$ cat src/rtl/ps2_keys_pkg.sv
// ============================================================================
// Module      : ps2_keys_pkg
// Description : Scan-code constants, prefix FSM states and key-mask helpers
//               shared by the PS/2 player-control decoder.
// Revision    : 1.0 - initial release
// ============================================================================
`default_nettype none

package ps2_keys_pkg;

  localparam logic [7:0] MAKE_W       = 8'h1D;
  localparam logic [7:0] MAKE_S       = 8'h1B;
  localparam logic [7:0] MAKE_A       = 8'h1C;
  localparam logic [7:0] MAKE_D       = 8'h23;
  localparam logic [7:0] ARROW_UP     = 8'h75;
  localparam logic [7:0] ARROW_DOWN   = 8'h72;
  localparam logic [7:0] ARROW_LEFT   = 8'h6B;
  localparam logic [7:0] ARROW_RIGHT  = 8'h74;
  localparam logic [7:0] PREFIX_BREAK = 8'hF0;
  localparam logic [7:0] PREFIX_EXT   = 8'hE0;

  // Bit positions inside every {W, S, A, D} held-key vector
  localparam int KEY_W = 3;
  localparam int KEY_S = 2;
  localparam int KEY_A = 1;
  localparam int KEY_D = 0;

  typedef enum logic [1:0] {
    IDLE      = 2'd0,
    BREAK     = 2'd1,
    EXT       = 2'd2,
    EXT_BREAK = 2'd3
  } prefix_state_t;

  function automatic logic [3:0] letter_mask(input logic [7:0] code);
    logic [3:0] m;
    m = '0;
    case (code)
      MAKE_W:  m[KEY_W] = 1'b1;
      MAKE_S:  m[KEY_S] = 1'b1;
      MAKE_A:  m[KEY_A] = 1'b1;
      MAKE_D:  m[KEY_D] = 1'b1;
      default: m = '0;
    endcase
    return m;
  endfunction

  function automatic logic [3:0] arrow_mask(input logic [7:0] code);
    logic [3:0] m;
    m = '0;
    case (code)
      ARROW_UP:    m[KEY_W] = 1'b1;
      ARROW_DOWN:  m[KEY_S] = 1'b1;
      ARROW_LEFT:  m[KEY_A] = 1'b1;
      ARROW_RIGHT: m[KEY_D] = 1'b1;
      default:     m = '0;
    endcase
    return m;
  endfunction

endpackage

`default_nettype wire

$ cat src/rtl/ps2_player_controls_key_step_timer.sv
// ============================================================================
// Module      : key_step_timer
// Description : Free-running step counter 0..TICK_CYCLES-1 with synchronous
//               restart; tick marks terminal count while running.
// Revision    : 1.0 - initial release
// ============================================================================
`default_nettype none

module key_step_timer #(
  parameter int TICK_CYCLES = 5_000_000
) (
  input  logic clock,
  input  logic resetn,
  input  logic restart,
  input  logic run,
  output logic tick
);

  localparam int              CW     = (TICK_CYCLES > 1) ? $clog2(TICK_CYCLES) : 1;
  localparam logic [CW-1:0]   c_last = CW'(TICK_CYCLES - 1);

  logic [CW-1:0] r_count;
  logic          w_last;

  assign w_last = (r_count == c_last);

  always_ff @(posedge clock or negedge resetn) begin
    if (!resetn) begin
      r_count <= '0;
    end else if (restart || !run || w_last) begin
      r_count <= '0;
    end else begin
      r_count <= r_count + CW'(1);
    end
  end

  // A restart on the terminal cycle takes priority so no second pulse is issued
  assign tick = run & ~restart & w_last;

endmodule

`default_nettype wire

$ cat src/rtl/ps2_player_controls.sv
// ============================================================================
// Module      : ps2_player_controls
// Description : PS/2 set-2 byte stream to held-key state and one-cycle
//               movement / rotation strobes. Optional arrow-key aliases are
//               enabled with the PS2_ARROW_KEYS_EN macro.
// Revision    : 1.0 - initial release
// ============================================================================
`default_nettype none

module ps2_player_controls
  import ps2_keys_pkg::*;
#(
  parameter int TICK_CYCLES = 5_000_000
) (
  input  logic       clock,
  input  logic       resetn,
  input  logic [7:0] scan_code,
  input  logic       scan_valid,
  output logic       forward,
  output logic       backward,
  output logic       rotateA,
  output logic       rotateD,
  output logic [3:0] keys_held
);

  prefix_state_t r_state, w_state_next;
  logic          w_make, w_break, w_ext;

  logic [3:0] r_hold, w_hold_next, w_letter;
  logic [3:0] w_alias_cur, w_alias_next;
  logic [3:0] w_merged_cur, w_merged_next, w_fresh;
  logic       w_fwd_ok, w_bwd_ok, w_move_fresh, w_run, w_tick;
  logic       w_forward, w_backward, w_rot_a, w_rot_d;

  always_comb begin
    w_state_next = r_state;
    w_make       = 1'b0;
    w_break      = 1'b0;
    w_ext        = 1'b0;
    if (scan_valid) begin
      case (r_state)
        IDLE: begin
          if (scan_code == PREFIX_BREAK)    w_state_next = BREAK;
          else if (scan_code == PREFIX_EXT) w_state_next = EXT;
          else                              w_make       = 1'b1;
        end
        BREAK: begin
          w_break      = 1'b1;
          w_state_next = IDLE;
        end
        EXT: begin
          if (scan_code == PREFIX_BREAK) begin
            w_state_next = EXT_BREAK;
          end else begin
            w_make       = 1'b1;
            w_ext        = 1'b1;
            w_state_next = IDLE;
          end
        end
        EXT_BREAK: begin
          w_break      = 1'b1;
          w_ext        = 1'b1;
          w_state_next = IDLE;
        end
        default: w_state_next = IDLE;
      endcase
    end
  end

  assign w_letter = letter_mask(scan_code);

  always_comb begin
    w_hold_next = r_hold;
    if (w_make && !w_ext)  w_hold_next = r_hold | w_letter;
    if (w_break && !w_ext) w_hold_next = r_hold & ~w_letter;
  end

`ifdef PS2_ARROW_KEYS_EN
  logic [3:0] r_alias, w_arrow;

  assign w_arrow = arrow_mask(scan_code);

  always_comb begin
    w_alias_next = r_alias;
    if (w_make && w_ext)  w_alias_next = r_alias | w_arrow;
    if (w_break && w_ext) w_alias_next = r_alias & ~w_arrow;
  end

  always_ff @(posedge clock or negedge resetn) begin
    if (!resetn) r_alias <= '0;
    else         r_alias <= w_alias_next;
  end

  assign w_alias_cur = r_alias;
`else
  assign w_alias_cur  = '0;
  assign w_alias_next = '0;
`endif

  // A typematic repeat leaves the merged flag unchanged, so it is never fresh
  assign w_merged_cur  = r_hold | w_alias_cur;
  assign w_merged_next = w_hold_next | w_alias_next;
  assign w_fresh       = w_merged_next & ~w_merged_cur;

  assign w_fwd_ok     = w_merged_next[KEY_W] & ~w_merged_next[KEY_S];
  assign w_bwd_ok     = w_merged_next[KEY_S] & ~w_merged_next[KEY_W];
  assign w_move_fresh = w_fresh[KEY_W] | w_fresh[KEY_S];
  assign w_run        = w_merged_next[KEY_W] | w_merged_next[KEY_S];

  key_step_timer #(
    .TICK_CYCLES (TICK_CYCLES)
  ) u_step_timer (
    .clock   (clock),
    .resetn  (resetn),
    .restart (w_move_fresh),
    .run     (w_run),
    .tick    (w_tick)
  );

  assign w_forward  = (w_move_fresh | w_tick) & w_fwd_ok;
  assign w_backward = (w_move_fresh | w_tick) & w_bwd_ok;
  assign w_rot_a    = w_fresh[KEY_A] & ~w_merged_next[KEY_D];
  assign w_rot_d    = w_fresh[KEY_D] & ~w_merged_next[KEY_A];

  always_ff @(posedge clock or negedge resetn) begin
    if (!resetn) begin
      r_state   <= IDLE;
      r_hold    <= '0;
      forward   <= 1'b0;
      backward  <= 1'b0;
      rotateA   <= 1'b0;
      rotateD   <= 1'b0;
      keys_held <= '0;
    end else begin
      r_state   <= w_state_next;
      r_hold    <= w_hold_next;
      forward   <= w_forward;
      backward  <= w_backward;
      rotateA   <= w_rot_a;
      rotateD   <= w_rot_d;
      keys_held <= w_merged_next;
    end
  end

endmodule

`default_nettype wire

$ cat config.mk
export PLATFORM = sky130hd
export DESIGN_NAME = ps2_player_controls
export DESIGN_NICKNAME = d
export VERILOG_FILES = /design/src/rtl/ps2_keys_pkg.sv /design/src/rtl/ps2_player_controls_key_step_timer.sv /design/src/rtl/ps2_player_controls.sv
export SDC_FILE = /design/constraint.sdc
export NUM_CORES = 1
export LEC_CHECK = 0
export BUFFER_PORTS_ARGS = -buffer_cell sky130_fd_sc_hd__buf_4
export CAP_MARGIN = 10
export CORE_MARGIN = 5
export CORE_UTILIZATION = 40
export CTS_CLUSTER_SIZE = 10
export DETAILED_ROUTE_END_ITERATION = 7
export PLACE_DENSITY = 0.58
export SETUP_SLACK_MARGIN = 0.4
export SLEW_MARGIN = 20
export SYNTH_ARGS = -nofsm -noshare
export SYNTH_HDL_FRONTEND = slang
export SYNTH_SLANG_ARGS = --single-unit
$ cat constraint.sdc
create_clock -name clock -period 4 [get_ports clock]
set_clock_uncertainty 0.05 [all_clocks]
set_input_delay 0.2 -clock clock [delete_from_list [all_inputs] [get_ports clock]]
set_output_delay 0.2 -clock clock [all_outputs]
set_load 0.01 [all_outputs]
Yosys cells after proc, flatten, opt, wreduce, memory -nomap -nowiden
Cells that the tools add are included.
- output and inout bits: 8
- register bits: 33
- ROM bits: 0
- memory bits (writable): 0
- input bits: 11
- memories kept: 0
- word-level logic and storage cells: 69
- latch bits: 0
- magnitude comparators: 0
- equality and inequality tests: 11
- add/sub/neg operators: 1
- bitwise gates (word level): 21
- div/mod/pow operators: 0
- reductions and logical operators: 9
- mux-type cells: 20
- shift operators: 0
- multipliers: 0
- operators by type and width (kind ; count):
    8-bit by 5-bit == test with 1-bit output (second input constant) ; 3
    23-bit by 1-bit adder with 23-bit output (second input constant) ; 1
    23-bit == test (second input constant) ; 1
    23-bit two-way mux ; 1
    8-bit == test (second input constant) ; 2
    1-bit two-way mux ; 11
    1-bit AND ; 8
    4-bit AND ; 2
    8-bit by 6-bit == test with 1-bit output (second input constant) ; 1
    4-bit two-way mux ; 2
    4-bit inverter ; 2
    2-bit two-way mux ; 3
    2-bit one-hot mux with 3 select lines ; 1
    1-bit inverter ; 5
    2-bit == test (second input constant) ; 2
    4-bit OR ; 1
    1-bit one-hot mux with 2 select lines ; 2
    3-bit inequality test (second input constant) ; 1
    1-bit OR ; 3
    2-bit by 1-bit == test with 1-bit output (second input constant) ; 1
    1-bit logical AND ; 2
    1-bit logical NOT ; 2
    2-bit logical NOT ; 1
    1-bit logical OR ; 2
    2 further kinds ; 2

Logic depth before layout (Yosys ltp)
Gate-level depths: netlist of run 1.
- word-level depth: 15
- mapped depth: 6
- gate-level depth less buffers: 5

Cells and area by module
Synthesis of run 1 repeated with hierarchy kept, for this count alone.
- cells, all modules: 199
- area total of the unflattened synthesis: 1944.4 µm²
- by module, submodules not included (module ; cells each ; times used ; seq. area each (µm²) ; area each (µm²)):
    key_step_timer ; 135 ; 1 ; 575.6 ; 1332.5
    ps2_player_controls ; 64 ; 1 ; 250.2 ; 611.8

Worst setup path before layout of run 1
Ideal clock, no wire load.
- path kind: register to register
- start: register u_step_timer.r_count[0]
- end: register u_step_timer.r_count[20]
- setup time: 0.094 ns
- stages on the path, launching flop included: 6
- path buffers: 0
- path slack: 1.967 ns
- data required time: 3.856 ns
- period minus slack after synthesis: 2.033 ns
- arrival time: 1.888 ns
- cells stage by stage: dfrtp_1 -> ha_1 -> nand3_1 -> or4_1 -> or3_1 -> a211oi_1
- longest elaborated chain between the ends: 3
- RTL lines (element ; line ; RTL):
    from (decl) ; ps2_player_controls_key_step_timer.sv:22 ; logic [CW-1:0] r_count;
    from (signal assigned) ; ps2_player_controls_key_step_timer.sv:33 ; r_count <= r_count + CW'(1);
    branches (longest 2 deep; another with 23-bit by 1-bit adder with 23-bit output) ; n/a ;
    23-bit two-way mux (*) ; ps2_player_controls_key_step_timer.sv:30 ; end else if (restart || !run || w_last) begin
Mark *: on every way between the ends.
A chain may end at the register's enable or synchronous reset.

Worst setup path after layout of run 1
- start: register u_step_timer.r_count[9]
- end: register u_step_timer.r_count[8]
- longest elaborated chain between the ends: 3
- RTL lines (element ; line ; RTL):
    23-bit == test ; ps2_player_controls_key_step_timer.sv:25 ; assign w_last = (r_count == c_last);
    1-bit logical OR ; ps2_player_controls_key_step_timer.sv:30 ;
    23-bit two-way mux ; ps2_player_controls_key_step_timer.sv:30 ;
No other way between the ends.

==> flow_summary.json, run 1 <==
{
  "async_flop_share_pct": 100.0,
  "dieArea_um2": 6140,
  "drive_above_1_share_pct": 15.74,
  "dr_total_vias": 1630,
  "vias_per_cell": 6.082,
  "p_leak_nw": 0.8323,
  "synth_nets": 210,
  "whs_path_depth": 2,
  "ys.warnings.count": 0,
  "netlist.area_leader.share_pct": 44.18,
  "synth.avg_cell_area_um2": 9.441,
  "ys_ff_latch": 33,
  "hold_buffers": 1,
  "synth_edf_count": 0,
  "hold_start": "scan_valid",
  "grt_pass1_vias": 1494,
  "reg2regPathDepth": 4,
  "dr.pass1.iters": 4,
  "yosysTopAreaCell": "dfrtp_1",
  "ir_drop_mv": 0.1961,
  "finalHoldViolCount": 0,
  "post-synth-top-count-cell": "dfrtp_1",
  "grt_use_total_pct": 14.97,
  "slew_violations": 0,
  "rsz0062_at_grt": "false",
  "synth_area_leaders": "dfrtp_1, nor3_1, xnor2_1",
  "die_width_um": 78.36,
  "std_cell_rows": 24,
  "clk_path_buf_depth": 2,
  "antenna_found_initial": 0,
  "setup_viol": 0,
  "grt_start_max_net_pins": 34,
  "post-route-period-util_pct": 60.93,
  "post-cts-setup-buffer-count": 0,
  "cts_tree": "done",
  "path_clk_slew_ns": 0.07,
  "synth-main-ff-cell": "dfrtp_1",
  "critPathMaxFanout": 23,
  "multiInputGateArea_um2": 979.7,
  "io_pins": 19,
  "power_density_nw_per_um2": 333.3,
  "final.min_clock_period_ns": 2.437,
  "critPathKind": "flip-flop to flip-flop",
  "place_congestion": 0.8842,
  "yosys-top-cells-count": "dfrtp_1, nor3_1, nand2_1",
  "drc": 0,
  "dp_worst_setup_slack_ns": 1.534,
  "numCtsBuffers": 5,
  "seqCellArea_um2": 825.8,
  "totalWireLength_um": 4237,
  "htreeDepth": 2,
  "start_kind": "flip-flop",
  "fmax_ghz": 0.4103,
  "cts_resized": 0,
  "critPathCaptureType": "flip-flop",
  "drtIter0Drc": 148,
  "netlist_area_um2": 1869,
  "maxCapViolations": 0,
  "die_y_um": 78.36,
  "cts_root_buf": "clkbuf_8",
  "crit_required_ns": 4.07,
  "setup_tns_ns": 0,
  "power_w": 0.0007205,
  "hp-class": "input pin to flip-flop",
  "wl_per_cell_um": 15.81,
  "reg2reg_setup_slack_ns": 1.56,
  "r2r_end": "u_step_timer.r_count[8]$_DFF_PN0_",
  "whs_endpoint": "r_state[1]$_DFFE_PN0P_",
  "cts_sinks": 33,
  "r2r-start": "u_step_timer.r_count[9]$_DFF_PN0_",
  "tightest_slew_ns": 0.7888,
  "syn_to_final_growth_pct": 15.66,
  "fin_nets": 227,
  "n_antenna_cell": 0,
  "relSlewSlack_pct": 47.41,
  "hpwl_um": 3010,
  "fill_cells": 421,
  "ant_nets": 0,
  "ys_seq_area_share_pct": 44.18,
  "portBuffers": 18,
  "grt_pass1_wl_um": 7369,
  "ys_types": 42,
  "grt_remaining_overflow": 0,
  "core_um2": 4444,
  "fin_ws_ns": 1.563,
  "clk_latency_ns": 0.28,
  "synthCells": 198,
  "start_util_pct": 42.06,
  "critPathLaunch": "u_step_timer.r_count[9]$_DFF_PN0_",
  "arrival_ns": 2.51,
  "outcome": "completed"
}
cells by family after synthesis:
kind of cell	count (synthesis)	share of synthesized area, %
simple gates	100	32.87
compound gates	34	12.32
flops	33	44.18
buf+inv	16	3.414
xor+xnor	14	6.559
fa+ha+maj	1	0.6692
layout make-up:
type / instances / area share, %
Clock buffer: 7 / 3.993
Clock inverter: 1 / 1.389
Inverter: 6 / 1.042
Multi-Input combinational cell: 149 / 45.31
Sequential cell: 33 / 38.19
Tap cell: 52 / 3.009
Timing Repair Buffer: 20 / 7.060
layout by cell type, fill, tap and decap left out, types with 6 or more instances in the layout:
cell type / count
a21oi_1: 7
and3_1: 8
buf_4: 19
clkbuf_8: 6
dfrtp_1: 33
inv_1: 6
nand2_1: 11
nand3_1: 7
nand4_1: 8
nor3_1: 20
nor3b_1: 7
o21ai_0: 9
or3_1: 8
xnor2_1: 10
flip-flops by register name, indices dropped and copies added, names as in the netlist:
signal / flops
backward: 1
forward: 1
r_hold: 4
r_state: 2
rotateA: 1
rotateD: 1
u_step_timer.r_count: 23
per-layer routing:
layer | vias up | global-route usage [%] | share of wire [%]
li1 | 773 | - | -
met1 | 811 | 21.59 | 48
met2 | 41 | 22.17 | 46
met3 | 5 | 3.204 | 4.6
met4 | 0 | 5.245 | 1.0
met5 | - | 0 | 0
power by group:
group          internal, W  switching, W   total, W  leakage (nW)
combinational    0.0000212     0.0000317  0.0000529         0.314
sequential        0.000337    0.00000431   0.000341         0.460
clock             0.000203      0.000123   0.000326        0.0585
worst max-delay path by stage:
stage / end / slack (ns) / depth (start not counted)
after global placement: u_step_timer.r_count[9]$_DFF_PN0_ / 1.63 / 4
after global routing: u_step_timer.r_count[4]$_DFF_PN0_ / 1.34 / 5
after detailed placement: u_step_timer.r_count[8]$_DFF_PN0_ / 1.53 / 4
final: u_step_timer.r_count[8]$_DFF_PN0_ / 1.56 / 4
after floorplan: u_step_timer.r_count[20]$_DFF_PN0_ / 1.97 / 5
after CTS: u_step_timer.r_count[8]$_DFF_PN0_ / 1.51 / 4
stage by stage:
step / util (%) / hold WS [ns] / cell area, µm² / std cells
finish: 48.65 / 0.1067 / 2162 / 268
global route: 48.65 / 0.1061 / 2162 / 268
CTS: 48.65 / 0.1019 / 2162 / 268
detailed placement: 45.81 / 0.1196 / 2036 / 259
global placement: 45.81 / 0.1123 / 2036 / 259
floorplan: - / -0.1456 / 1869 / 198
critical path, stage by stage (launching register included):
cell	delay [ns]
dfrtp_1	0.43
or4bb_1	0.52
nor4_2	0.45
a21o_1	0.71
nor3_1	0.12
Power figures use the tool's default switching activity.
==> run 2, diff against run 1 <==
Settings changed: PLACE_DENSITY 0.58 to 0.6.
Clock period 4 ns to 2.2 ns, I/O delays scaled along.
==> flow_summary.json, run 2 (synthesis results as in run 1) <==
{
  "numCtsBuffers": 5,
  "setup_tns_ns": 0,
  "antenna_found_initial": 0,
  "grt_start_max_net_pins": 34,
  "slew_violations": 0,
  "drtIter0Drc": 140,
  "syn_to_final_growth_pct": 38.62,
  "cts_tree": "done",
  "critPathMaxStageDelay_ns": 0.47,
  "totalWireLength_um": 5011,
  "fin_nets": 256,
  "start_kind": "flip-flop",
  "outcome": "completed",
  "tightest_slew_ns": 0.4258,
  "largest_reg_flops": 23,
  "std_cell_rows": 24,
  "rsz0062_at_grt": "true",
  "grt_pass1_vias": 1721,
  "path_delay_family": "simple AND/OR/NAND/NOR gates",
  "grt_pass1_wl_um": 8155,
  "grt_use_total_pct": 16.73,
  "power_density_nw_per_um2": 465.0,
  "relSlewSlack_pct": 71.51,
  "clk_path_buf_depth": 2,
  "ir_drop_mv": 0.2938,
  "hpwl_um": 3103,
  "setup_viol": 0,
  "critPathKind": "flip-flop to flip-flop",
  "top_register": "u_step_timer.r_count",
  "io_pins": 19,
  "die_y_um": 78.36,
  "final_cell_mix": "buf_4, dfrtp_1, nor3_1, nand2_1, xnor2_1",
  "worst-path-buf-inv": 0,
  "post-route-period-util_pct": 86.74,
  "crit_required_ns": 2.35,
  "p_leak_nw": 1.011,
  "final.min_clock_period_ns": 1.908,
  "path_clk_slew_ns": 0.07,
  "cts_sinks": 33,
  "grt_remaining_overflow": 0,
  "power_w": 0.001205,
  "critPathMaxFanout": 6,
  "drive_above_1_share_pct": 38.37,
  "clk_latency_ns": 0.28,
  "die_width_um": 78.36,
  "multiInputGateArea_um2": 1146,
  "fin_hold_ws_ns": 0.01404,
  "vias_per_cell": 5.875,
  "dieArea_um2": 6140,
  "portBuffers": 18,
  "n_antenna_cell": 0,
  "top_regs": "u_step_timer.r_count: 23 flops, r_hold: 4 flops, r_state: 2 flops",
  "start_util_pct": 42.06,
  "hp-class": "input pin to flip-flop",
  "seqCellArea_um2": 829.5,
  "fill_cells": 382,
  "htreeDepth": 2,
  "path_cells": "ha_4, nand3_4, or4_4, or3_1, a211oi_1",
  "place_congestion": 0.8771,
  "maxCapViolations": 0,
  "wl_per_cell_um": 16.87,
  "critPathCaptureType": "flip-flop",
  "cts_root_buf": "clkbuf_8",
  "drc": 0,
  "fmax_ghz": 0.5240,
  "worst_path_max_delay_cell": "or4_4",
  "fin_util_pct": 58.31,
  "core_um2": 4444,
  "layout_commonest_cell": "buf_4",
  "dr.pass1.iters": 4,
  "dp_worst_setup_slack_ns": 0.1323,
  "arrival_ns": 2.06,
  "finalHoldViolCount": 0,
  "dr_total_vias": 1745,
  "fin_ws_ns": 0.2917,
  "ant_nets": 0
}
==> run 2: cell count changes in the layout (fill, tap and decap cells not counted), sizes merged <==
| cell | previous run | this run |
|---|---|---|
| clkbuf | 7 | 8 |
| buf | 19 | 46 |
| bufinv | 1 | 0 |
| clkinv | 0 | 2 |
==> run 2: power by group <==
part	switching [W]	internal [W]
Sequential	0.00000856	0.000613
Combinational	0.0000741	0.0000749
Clock	0.000215	0.000219
Total	0.000298	0.000907
==> run 2: final cells by class <==
type / count / area share [%]
Clock buffer: 6 / 2.801
Clock inverter: 2 / 0.3863
Tap cell: 52 / 2.511
Timing Repair Buffer: 49 / 17.19
Inverter: 6 / 0.8691
Sequential cell: 33 / 32.01
Multi-Input combinational cell: 149 / 44.23
==> run 2: routing by layer <==
| metal | part of all wire, % | vias to the layer above | global-route usage (%) |
|---|---|---|---|
| met3 | 2.6 | 11 | 4.462 |
| met5 | 0 | - | 0 |
| li1 | - | 832 | - |
| met1 | 46 | 872 | 22.21 |
| met4 | 1.9 | 0 | 6.119 |
| met2 | 50 | 30 | 26.28 |
==> run 2: repair_timing <==
item | 4_1_cts | 5_1_grt
pin swaps | 11 | 8
endpoints found under the setup margin | 27 | 25
endpoints found under the hold margin | 33 | 0
resized for setup | 14 | 9
cloned | 1 | 2
setup buffers | 17 | 5
hold buffers | 1 | 0
==> run 2: path summary, 6_finish.rpt <==
check | start | to | slack, ns | cells past startpoint
max reg2reg | u_step_timer.r_count[0]$_DFF_PN0_ | u_step_timer.r_count[22]$_DFF_PN0_ | 0.29 | 5
min reg2reg | u_step_timer.r_count[22]$_DFF_PN0_ | u_step_timer.r_count[22]$_DFF_PN0_ | 0.53 | 2
max | u_step_timer.r_count[0]$_DFF_PN0_ | u_step_timer.r_count[22]$_DFF_PN0_ | 0.29 | 5
max in group asynchronous | resetn | u_step_timer.r_count[11]$_DFF_PN0_ | 1.51 | 2
min in group asynchronous | resetn | backward$_DFF_PN0_ | 0.26 | 2
min | scan_valid | r_state[1]$_DFFE_PN0P_ | 0.01 | 2
==> run 2: stage by stage <==
step / instances / cell area (µm²)
3_5_place_dp: 263 / 2152
2_1_floorplan: 198 / 1953
5_1_grt: 297 / 2591
3_3_place_gp: 263 / 2152
4_1_cts: 290 / 2464
6_report: 297 / 2591
==> run 2: worst register-to-register path, delay by kind of cell, from the launching register on <==
family,cells,cell delay (ns)
simple gates,3,0.96
flops,1,0.41
compound gates,1,0.22
fa+ha+maj,1,0.17
